==> src/rtl/decoder_nto2n_seq.sv <==
// Registered binary-to-one-hot decoder with latched select, auto-scan and
// single-cycle strobe modes. All outputs come straight from flops.
module decoder_nto2n_seq #(
  parameter int SEL_W      = 3,
  parameter int NUM_OUT    = 8,
  parameter int SCAN_DIV   = 4,
  parameter int ACTIVE_LOW = 0
) (
  input  logic               clk,
  input  logic               reset_n,
  input  logic               en,
  input  logic [1:0]         mode,
  input  logic [SEL_W-1:0]   sel,
  input  logic               load,
  output logic [NUM_OUT-1:0] m,
  output logic [SEL_W-1:0]   idx,
  output logic               valid,
  output logic               wrap,
  output logic               err
);

  typedef enum logic [1:0] {
    MODE_OFF    = 2'b00,
    MODE_DIRECT = 2'b01,
    MODE_SCAN   = 2'b10,
    MODE_STROBE = 2'b11
  } mode_e;

  localparam int DIV_W = (SCAN_DIV > 1) ? $clog2(SCAN_DIV) : 1;
  localparam logic [DIV_W-1:0]   DIV_LAST = DIV_W'(SCAN_DIV - 1);
  localparam logic [SEL_W-1:0]   IDX_LAST = SEL_W'(NUM_OUT - 1);
  localparam logic [NUM_OUT-1:0] POL_MASK = (ACTIVE_LOW != 0) ? {NUM_OUT{1'b1}} : '0;

  mode_e              mode_q, mode_n;
  logic [DIV_W-1:0]   div_q, div_n;
  logic [SEL_W-1:0]   idx_q, idx_n;
  logic               act_q, act_n;
  logic               wrap_q, wrap_n;
  logic               err_q, err_n;
  logic [NUM_OUT-1:0] m_q, m_n;
  logic [NUM_OUT-1:0] hot_n;
  logic               legal, chg;

  always_comb begin
    mode_n = mode_e'(mode);
    chg    = (mode_n != mode_q);
    legal  = ({1'b0, sel} < (SEL_W+1)'(NUM_OUT));
    idx_n  = idx_q;
    act_n  = act_q;
    div_n  = '0;
    wrap_n = 1'b0;
    err_n  = 1'b0;
    case (mode_n)
      MODE_OFF: begin
        act_n = 1'b0;
      end
      MODE_DIRECT: begin
        // Entering DIRECT without a load shows nothing until a select is latched.
        if (load) begin
          if (legal) begin
            idx_n = sel;
            act_n = 1'b1;
          end else begin
            act_n = 1'b0;
            err_n = 1'b1;
          end
        end else if (chg) begin
          act_n = 1'b0;
        end
      end
      MODE_SCAN: begin
        act_n = 1'b1;
        if (load && legal) begin
          idx_n = sel;
        end else begin
          err_n = load;
          // The entry edge only restarts the divider; stepping begins after it.
          if (!chg) begin
            if (div_q == DIV_LAST) begin
              if (idx_q == IDX_LAST) begin
                idx_n  = '0;
                wrap_n = 1'b1;
              end else begin
                idx_n = idx_q + SEL_W'(1);
              end
            end else begin
              div_n = div_q + DIV_W'(1);
            end
          end
        end
      end
      MODE_STROBE: begin
        if (load && legal) begin
          idx_n = sel;
          act_n = 1'b1;
        end else begin
          act_n = 1'b0;
          err_n = load;
        end
      end
      default: begin
        act_n = 1'b0;
      end
    endcase

    hot_n = '0;
    for (int i = 0; i < NUM_OUT; i++) begin
      hot_n[i] = act_n && (idx_n == SEL_W'(i));
    end
    m_n = hot_n ^ POL_MASK;
  end

  always_ff @(posedge clk or negedge reset_n) begin
    if (!reset_n) begin
      mode_q <= MODE_OFF;
      div_q  <= '0;
      idx_q  <= '0;
      act_q  <= 1'b0;
      wrap_q <= 1'b0;
      err_q  <= 1'b0;
      m_q    <= POL_MASK;
    end else if (en) begin
      mode_q <= mode_n;
      div_q  <= div_n;
      idx_q  <= idx_n;
      act_q  <= act_n;
      wrap_q <= wrap_n;
      err_q  <= err_n;
      m_q    <= m_n;
    end
  end

  assign m     = m_q;
  assign idx   = idx_q;
  assign valid = act_q;
  assign wrap  = wrap_q;
  assign err   = err_q;

endmodule

==> config.mk <==
export PLATFORM = sky130hd
export DESIGN_NAME = decoder_nto2n_seq
export DESIGN_NICKNAME = d
export VERILOG_FILES = /design/src/rtl/decoder_nto2n_seq.sv
export SDC_FILE = /design/constraint.sdc
export NUM_CORES = 1
export LEC_CHECK = 0
export CORE_UTILIZATION = 34
export DETAILED_ROUTE_END_ITERATION = 7
export GPL_TIMING_DRIVEN = 0
export PLACE_DENSITY_LB_ADDON = 0.2
export RECOVER_POWER = 25
export SETUP_SLACK_MARGIN = 0.3
export SLEW_MARGIN = 20
export SYNTH_ARGS = -nofsm -noshare
export SYNTH_HDL_FRONTEND = slang
export SYNTH_SLANG_ARGS = --single-unit
==> constraint.sdc <==
create_clock -name clk -period 2.22 [get_ports clk]
set_input_delay 0.444 -clock clk [delete_from_list [all_inputs] [get_ports clk]]
set_output_delay 0.444 -clock clk [all_outputs]
set_load 0.02 [all_outputs]
After elaboration in Yosys (flattened, before gate mapping)
Index checks and enable logic that the tools add are counted.

Bits in latches: 0. ROM bits: 0. Input port bits: 9. Memories: 0. Word-level logic and storage cells: 51. Bits in writable memories: 0. Register bits after elaboration: 17. Output and inout bits: 14.

Div/mod/pow operators: 0. Equality and inequality tests: 13. Shifts and indexed selects: 0. $add $sub $neg: 2. $mul: 0. Magnitude comparators: 0. Reduce and logical (&&, ||, !) cells: 11. Bitwise operators: 0. Multiplexer cells: 19.

Operator list (count): $eq 3x3->1 const B (5); $mux 3 (5); $logic_and 1x1->1 (8); $mux 1 (8); $mux 2 (4); $eq 2x2->1 const B (3); $eq 3x2->1 const B (2); $pmux 3 s2 (1); $pmux 1 s4 (1); $add 3x1->3 const B (1); $eq 3x1->1 const B (1); $logic_not 3->1 (1); $add 2x1->2 const B (1); $eq 2x1->1 const B (1); $logic_not 2->1 (1); $ne 2x2->1 (1); $reduce_or 2->1 (1).

Longest topological paths before layout
Gate-level depths: netlist of run 1.

Depth after elaboration: 8. Gate-level depth with buffers: 6. Gate-level depth less buffers: 6.

Worst setup path after synthesis of run 1
No wires, ideal clock.

Kind: register to register. Start: register idx_q[0], in the netlist idx[0]. End: register m_q[1], in the netlist m[1]. Setup time: 101 ps. Data arrival time: 1610 ps. Required time: 2119 ps. Clock period less this slack: 1711 ps. Path slack: 509 ps. Cell stages (with the launch flop): 7. Path buffers: 0. Cell sequence: dfrtp_1 ha_1 ha_1 nand4_1 a31oi_1 or2_4 o32ai_1.

Word-level cells in the longest chain between the ends: 8. Elaborated cells between the ends (all ways): 10. Classes of those cells: 1 x add/sub; 2 x eq/ne; 6 x mux; 1 x reduce/logical.

Ends and longest elaborated chain: start, declared (RTL line 36) `logic [SEL_W-1:0] idx_q, idx_n;`; start signal, assigned (RTL line 125) `idx_q <= idx_n;`; $add 3x1->3 / $eq 3x3->1 (equally long branches) (RTL line 84, 80); $mux 3 (RTL line 80) `if (idx_q == IDX_LAST) begin`; $mux 3 (RTL line 79) `if (div_q == DIV_LAST) begin`; $mux 3 (RTL line 78) `if (!chg) begin`; $mux 3 (RTL line 73) `if (load && legal) begin`; $pmux 3 s2 * (RTL line 53) `case (mode_n)`; $eq 3x1->1 * (RTL line 108) `hot_n[i] = act_n && (idx_n == SEL_W'(i));`; $logic_and 1x1->1 * (RTL line 108); end signal, assigned (RTL line 129) `m_q <= m_n;`; end, declared (RTL line 40) `logic [NUM_OUT-1:0] m_q, m_n;`.

Mark *: on every way between the ends. The rest lies on a longest branch, timed or not. A chain may end at the register's enable or synchronous reset.

Worst setup path after layout of run 1
Start: register mode_q[1]. End: register m_q[6], in the netlist m[6].

Word-level cells in the longest chain between the ends: 6. Elaborated cells between the ends (all ways): 9. Classes of those cells: 2 x eq/ne; 6 x mux; 1 x reduce/logical.

Ends and longest elaborated chain: start, declared (RTL line 34) `mode_e mode_q, mode_n;`; start signal, assigned (RTL line 123) `mode_q <= mode_n;`; $ne 2x2->1 * (RTL line 46) `chg = (mode_n != mode_q);`; $mux 3 (RTL line 78); $mux 3 (RTL line 73); $pmux 3 s2 (RTL line 53); $eq 3x3->1 (RTL line 108); $logic_and 1x1->1 * (RTL line 108).

Marks and branches as above.

==> results of run 1 <==
-- cell usage after synthesis, drive strengths merged (3+ instances only) --
cell | n | area, um2
mux2i | 3 | 30.0
buf | 4 | 37.5
o32ai | 4 | 35.0
nor2 | 6 | 22.5
dfrtp | 17 | 425
a21oi | 5 | 25.0
mux2 | 4 | 45.0
o2bb2ai | 5 | 43.8
nand2 | 3 | 11.3
ha | 3 | 37.5
inv | 8 | 30.0
-- how the worst max path moves through the flow --
stage | startpoint | to | slack, ns
3_3_place_gp | mode[1] | m[4] | -0.08
2_1_floorplan | idx[0] | m[1] | 0.51
5_1_grt | mode_q[1] | m[6] | 0.29
4_1_cts | load | m[6] | 0.30
3_5_place_dp | mode[1] | m[4] | -0.19
6_report | mode_q[1] | m[6] | 0.37
-- placed cells by master (no fill, tap or decap), types with 2 or more instances in the layout --
master,netlist,final
dfrtp_2,0,4
o32ai_2,0,2
a21oi_1,5,4
dlygate4sd2_1,0,2
dfrtp_1,17,13
a221o_1,2,2
nand2_1,3,3
buf_4,2,10
nor2_1,6,6
inv_1,8,7
ha_2,0,2
clkbuf_1,1,3
clkbuf_4,0,3
mux2i_1,3,3
a22o_1,2,2
o21bai_1,2,2
xor2_2,2,2
o2bb2ai_2,0,4
buf_6,2,3
o32ai_1,4,2
mux2_2,3,3
clkdlybuf4s50_1,0,16
-- stage by stage --
stage	instances	setup slack (ns)	instance area, um2	TNS [ns]	hold slack [ns]
finish	163	0.367	1500	0	0.499
global route	163	0.291	1500	0	0.525
CTS	155	0.305	1380	0	0.507
detailed placement	149	-0.188	1310	-1.04	0.481
global placement	149	-0.0781	1310	-0.398	0.470
floorplan	97	0.509	1060	0	0.148
-- area by class of cell --
| cell class | count | area share (%) |
|---|---|---|
| Tap cell | 31 | 2.59 |
| Clock buffer | 4 | 1.75 |
| Multi-Input combinational cell | 67 | 43.5 |
| Timing Repair Buffer | 31 | 18.4 |
| Sequential cell | 17 | 28.7 |
| Inverter | 8 | 2.00 |
| Buffer | 5 | 3.01 |
-- power groups by stage --
stage / Clock (mW) / Sequential [mW] / Combinational (mW)
floorplan: 0 / 0.407 / 0.145
global placement: 0 / 0.381 / 0.278
detailed placement: 0 / 0.383 / 0.284
CTS: 0.176 / 0.380 / 0.300
global route: 0.189 / 0.385 / 0.393
finish: 0.171 / 0.380 / 0.360
-- sequential cells by signal, indices dropped and copies added, names as in the netlist --
register and flops:
m 8, idx 3, div_q 2, mode_q 2, valid 1, wrap 1
-- cells by family after synthesis --
group / after synthesis
AOI/OAI and AO/OA: 32
xor gates and xnor gates: 4
adders and majority gates: 3
buffers and inverters: 13
DFF: 17
muxes: 7
other: 1
and+or+nand+nor: 20
-- repair_timing --
action,4_1_cts,5_1_grt
setup endpoints to repair,9,11
pin swaps,3,7
endpoints found under the hold margin,0,0
buffers inserted,1,8
resized for setup,7,17
gates cloned,1,0
-- layer usage --
metal	vias up	wire length, um
met1	462	1260
met3	2	88
li1	443	-
met2	22	1350
met4	0	18
met5	-	0
==> results.cfg, run 1 <==
[global_routing]
use_met2_pct = 29.6
grt.busiest_layer = met2
grt_use_met1_pct = 22.9
antenna_found_initial = 0
grt_util_met3_pct = 4.24
grt_pass1_vias = 906
grt_pass1_wl_um = 4480
overflow = 0
grt_max_degree = 18
grt_usage_pct = 17.9

[hold_path]
hold_end = m[4]
min_from = m[4]
hold_depth = 1
hold_path.class = reg2reg

[route]
wl_um = 2720
vias_per_cell = 5.70
ant_nets = 0
drt-pass1-iter-count = 6
first_iter_violations = 28
vias = 929
drc = 1
wl_per_cell_um = 16.7

[layout]
ff_latch_area_um2 = 430
fin_nets = 145
fill_cells = 272
multiInputGateArea_um2 = 652
final_layout_size_suffix_gt1_share_pct = 34.8
final_util_pct = 52.5
diodes = 0
synthToLayoutAreaGrowth_pct = 41.6

[power]
vdd_drop_max_uv = 407
p_leak_nw = 0.603
swShare_pct = 35.0
combinationalPowerShare_pct = 39.5
power_density_nw_per_um2 = 608
clockPowerShare_pct = 18.8
p_total_mw = 0.911
p_int_mw = 0.592
p_seq_share_pct = 41.7
p_sw_mw = 0.319

[synthesis]
syn_inst = 97
synth-simple-area-share_pct = 10.6
synth_top_family_by_area = compound AO/OA/AOI/OAI gates
async_flop_share_pct = 100
synthXorXnorAreaFrac_pct = 5.44
synth_fa_ha_area_share_pct = 3.55
syn_nets = 109
syn-mean-instance-area_um2 = 10.9
seq_area_frac_synth_pct = 40.2
synth-seq-cells = 17
ys_warn_count = 0
synth.area.mux_share_pct = 7.09
synth_cell_type_count = 43
synthesis.area_um2 = 1060
synth-compound-area-share_pct = 26.0
synthFlopType = dfrtp_1
synth_edf_count = 0

[die]
initial_utilization_pct = 37.1
io_pins = 23
rows = 19
core_um2 = 2850
dieArea_um2 = 3340
die_width_um = 57.8
chipHeight_um = 57.8

[clock_network]
root_buffer = clkbuf_4
clk_transition_reported_paths_ns = 0.09
hold_buffers = 0
clockBufferDepth = 2
cts.sinks = 17
cts_buffers = 3
clk_latency_ns = 0.30
cts_tree = yes
htree_num_levels = 1

[setup_path]
r2r_setup_slack_ns = 0.37
crit_family = compound AO/OA/AOI/OAI gates
slowest_stage = dfrtp_2
cp.depth = 5
max_stage_delay_ns = 0.48
path_class = reg2reg
cp.arrival_ns = 2.07
cp-start-kind = flop
r2r_start = mode_q[1]
crit_buf_inv = 0
path_cells = nand4bb_1 -> a311o_1 -> a311oi_2 -> nand2_1 -> o2bb2ai_2
crit_fanout = 5
end_kind = flop
worstPathRequired_ns = 2.44
r2r_cells = 5
r2r-end = m[6]

[timing]
hold_viol = 0
max_freq_ghz = 0.540
period_minus_slack_ns = 1.85
final-setup-viol-count = 0
drv_slew = 0
finalCritPeriodShare_pct = 83.5
clock_skew_ns = 0.0171
tightest_slew_ns = 0.844
rsz0062_at_grt = false
relSlewSlack_pct = 43.6

[placement]
place_hpwl_um = 1830
gp_congestion = 0.772
io_buffers = 21

[run]
maxCapViolations = 0

[status]
violations = design-rule violations
status = finished, violations left
Power figures use the tool's default switching activity.
==> inputs of run 2 (changes only) <==
- clock period: 2.22 -> 1.52 ns (I/O delays scaled with it)
==> results.cfg, run 2 (same netlist as run 1, synthesis figures left out) <==
[status]
status = finished, violations left
violations = design-rule violations, negative setup slack

[clock_network]
clockBufferDepth = 2
hold_buffers = 0
clk_latency_ns = 0.29
cts.sinks = 17
root_buffer = clkbuf_4
htree_num_levels = 1
cts_buffers = 3
cts_tree = yes
clk_transition_reported_paths_ns = 0.09

[die]
dieArea_um2 = 3340
initial_utilization_pct = 37.1
rows = 19
chipHeight_um = 57.8
core_um2 = 2850
die_width_um = 57.8
io_pins = 23

[global_routing]
grt_pass1_vias = 911
grt_max_degree = 18
grt_usage_pct = 17.6
antenna_found_initial = 0
grt_pass1_wl_um = 4280
overflow = 0

[layout]
final_layout_size_suffix_gt1_share_pct = 57.9
finalNonFillerCells = 176
layout_commonest_cell = buf_4
largest_register_ffs = 8
synthToLayoutAreaGrowth_pct = 55.4
fill_cells = 255
fin_nets = 158
final_cell_mix = buf_4 (21), dfrtp_1 (12), buf_6 (10), buf_2 (9)
diodes = 0

[setup_path]
r2r_start = mode_q[0]
path_class = reg2reg
r2r-end = m[1]
r2r_setup_slack_ns = -0.18
cp-start-kind = flop
cp.arrival_ns = 1.90
end_kind = flop
r2r_cells = 5
crit_fanout = 5
worstPathRequired_ns = 1.72

[timing]
finalCritPeriodShare_pct = 112
period_minus_slack_ns = 1.70
rsz0062_at_grt = true
relSlewSlack_pct = 48.9
final-setup-viol-count = 10
whs_ns = 0.492
hold_viol = 0
drv_slew = 0
finalSetupTns_ns = -1.47
worst_slack_ns = -0.180
tightest_slew_ns = 0.764
max_freq_ghz = 0.588
clock_skew_ns = 0.00254

[placement]
place_hpwl_um = 1800
io_buffers = 21
gp_congestion = 0.787
pre_cts_ws_ns = -0.689
post-place-cells = 149

[power]
p_leak_nw = 0.715
power_density_nw_per_um2 = 849
vdd_drop_max_uv = 572

[route]
wl_um = 2750
ant_nets = 0
drt-pass1-iter-count = 6
vias_per_cell = 5.43
wl_per_cell_um = 15.6
first_iter_violations = 40
drc = 1
vias = 955

[hold_path]
hold_depth = 1
hold_path.class = reg2reg
hold_end = m[7]
min_from = m[7]

[run]
maxCapViolations = 0
-- run 2: where the power goes --
part	switching [mW]	internal, mW	leakage [nW]	total (mW)
clock	0.143	0.0979	0.0177	0.241
sequential	0.0488	0.499	0.217	0.548
combinational	0.300	0.309	0.480	0.609
total	0.492	0.906	0.715	1.40
-- run 2: worst max-delay path: stages, from the launching register on --
cell	delay [ns]
dfrtp_2	0.47
xnor2_2	0.23
nand3_2	0.17
mux2i_2	0.20
o21a_2	0.26
o32ai_2	0.27
-- run 2: what timing repair did --
item	in CTS	in global routing
pin swaps	13	7
setup endpoints to repair	29	18
gates resized for setup	80	9
buffers inserted	19	4
-- run 2: stage by stage --
step | utilization (%) | power (mW) | area (um2)
2_1_floorplan | - | 0.856 | 1140
3_3_place_gp | 48.9 | 1.02 | 1390
3_5_place_dp | 48.9 | 1.03 | 1390
4_1_cts | 55.2 | 1.37 | 1570
5_1_grt | 57.7 | 1.48 | 1650
6_report | 57.7 | 1.40 | 1650
-- run 2: routing by layer --
| layer | global-route usage (%) | up-vias | routed length [um] |
|---|---|---|---|
| met3 | 5.13 | 4 | 159 |
| met4 | 6.12 | 0 | 33 |
| met1 | 22.5 | 459 | 1200 |
| met2 | 28.6 | 33 | 1350 |
| li1 | - | 459 | - |
| met5 | 0 | - | 0 |
-- run 2: worst max-delay path by stage --
stage                     startpoint   end  slack [ns]  cells after the start
after detailed placement     mode[0]  m[2]       -0.69                      7
after CTS                  mode_q[1]  m[7]       -0.20                      5
after floorplan               idx[1]  m[0]       -0.06                      6
after global placement       mode[0]  m[0]       -0.68                      7
final                      mode_q[0]  m[1]       -0.18                      5
after global routing          idx[0]  m[4]       -0.29                      6
-- run 2: cell type report --
type	instances	area (um2)	share of cell area [%]
flip-flops and latches	17	432	26.2
inverters	8	32.5	1.98
plain buffers	5	46.3	2.81
clock inverters	1	5.00	0.304
well taps	31	38.8	2.36
multi-input cells	67	719	43.7
repair buffers	44	349	21.2
clock buffers	3	22.5	1.37
==> inputs of run 3 (changes only) <==
- clock period: 1.52 -> 1.6 ns (I/O delays scaled with it)
==> results.cfg, run 3 (same netlist as run 1, synthesis figures left out) <==
[setup_path]
cp.arrival_ns = 2.02
r2r-end = m[3]
slowest_stage = dfrtp_2
r2r_setup_slack_ns = -0.21
r2r_start = mode_q[1]
cp-start-kind = flop
path_cells = buf_12 -> xnor2_4 -> buf_6 -> nand3_4 -> mux2i_4 -> o21a_4 -> o32ai_2
path_class = reg2reg
r2r_cells = 7
max_stage_delay_ns = 0.48
end_kind = flop
crit_fanout = 5
worstPathRequired_ns = 1.81

[route]
wl_per_cell_um = 17.1
vias_per_cell = 5.58
drc = 4
first_iter_violations = 25
ant_nets = 0
wl_um = 3010
vias = 982
drt-pass1-iter-count = 6

[die]
rows = 19
die_width_um = 57.8
io_pins = 23
dieArea_um2 = 3340
initial_utilization_pct = 37.1
chipHeight_um = 57.8
core_um2 = 2850

[global_routing]
grt_pass1_vias = 989
antenna_found_initial = 0
overflow = 0
grt_max_degree = 18
grt_usage_pct = 18.9
grt_pass1_wl_um = 4770

[layout]
multiInputGateArea_um2 = 810
final_cell_mix = buf_4 (20), buf_2 (12), dfrtp_1 (12), inv_1 (7)
synthToLayoutAreaGrowth_pct = 62.8
final_layout_size_suffix_gt1_share_pct = 57.2
finalNonFillerCells = 176
layout_commonest_cell = buf_4
fin_nets = 158
diodes = 0
largest_register_ffs = 8
ff_latch_area_um2 = 432
fill_cells = 262
design_area_um2 = 1720

[placement]
place_hpwl_um = 1910
post-place-cells = 149
io_buffers = 21
place_area_um2 = 1410
gp_congestion = 0.781
pre_cts_ws_ns = -0.614

[timing]
final-setup-viol-count = 10
tightest_slew_ns = 0.824
hold_viol = 0
worst_slack_ns = -0.214
clock_skew_ns = 0.00682
relSlewSlack_pct = 44.9
rsz0062_at_grt = true
drv_slew = 0
finalCritPeriodShare_pct = 113
period_minus_slack_ns = 1.81
max_freq_ghz = 0.551

[clock_network]
hold_buffers = 0
htree_num_levels = 1
clk_latency_ns = 0.30
cts.sinks = 17
root_buffer = clkbuf_4
clk_transition_reported_paths_ns = 0.11
cts_buffers = 3
cts_tree = yes
clockBufferDepth = 2

[power]
p_total_mw = 1.40
vdd_drop_max_uv = 691
power_density_nw_per_um2 = 812
p_leak_nw = 0.717

[status]
violations = design-rule violations, negative setup slack
status = finished, violations left

[hold_path]
hold_path.class = in2async

[run]
maxCapViolations = 0
-- run 3: cell types whose count changed in the layout (fill, tap and decap cells not counted), moves of 2 or more --
cell and change:
buf_2 +3, buf_6 -4, o21ai_2 -2, o31ai_2 -2
xnor2_2 -2, xnor2_4 +2, xor2_2 -2, xor2_4 +2
-- run 3: power breakdown --
| part | leakage [nW] | internal, mW | switching (mW) |
|---|---|---|---|
| logic | 0.486 | 0.314 | 0.310 |
| registers | 0.217 | 0.474 | 0.0561 |
| clock network | 0.0139 | 0.0951 | 0.150 |
| total | 0.717 | 0.883 | 0.517 |
-- run 3: stage by stage --
step	hold WS [ns]	TNS (ns)	utilization (%)
6_report	0.482	-1.54	60.4
5_1_grt	0.519	-2.37	60.4
4_1_cts	0.501	-1.16	55.8
3_5_place_dp	0.473	-7.09	49.3
3_3_place_gp	0.476	-6.73	49.3
2_1_floorplan	0.0244	0	-
-- run 3: worst max-delay path by stage --
stage                   start  endpoint  cells past startpoint
global placement      mode[1]      m[4]                      7
finish              mode_q[1]      m[3]                      7
detailed placement    mode[1]      m[4]                      7
global route        mode_q[0]      m[3]                      5
floorplan              idx[1]      m[0]                      6
CTS                 mode_q[1]      m[7]                      6
-- run 3: repair_timing --
action                                  4_1_cts  5_1_grt
resized for setup                            59       27
gates cloned                                  1        0
buffers inserted                             14        8
pin swaps                                    12        9
endpoints found under the setup margin       29       23
-- run 3: area by class of cell --
class	count	area share, %
inverters	8	1.74
plain buffers	5	2.69
well taps	31	2.25
clock inverters	1	0.436
repair buffers	44	19.5
clock buffers	3	1.31
multi-input cells	67	47.0
flip-flops and latches	17	25.1
-- run 3: per-layer routing --
| layer | vias up | routed length [um] | track usage, % |
|---|---|---|---|
| met5 | - | 0 | 0 |
| met4 | 0 | 8 | 1.70 |
| met3 | 2 | 153 | 5.36 |
| met2 | 24 | 1510 | 32.6 |
| met1 | 489 | 1340 | 24.8 |
| li1 | 467 | - | - |
-- run 3: critical path, delay by kind of cell, from the launching register on --
family          cells  cell delay [ns]
compound gates      2             0.49
flops               1             0.48
buf+inv             2             0.28
mux                 1             0.22
xor+xnor            1             0.16
simple gates        1             0.09
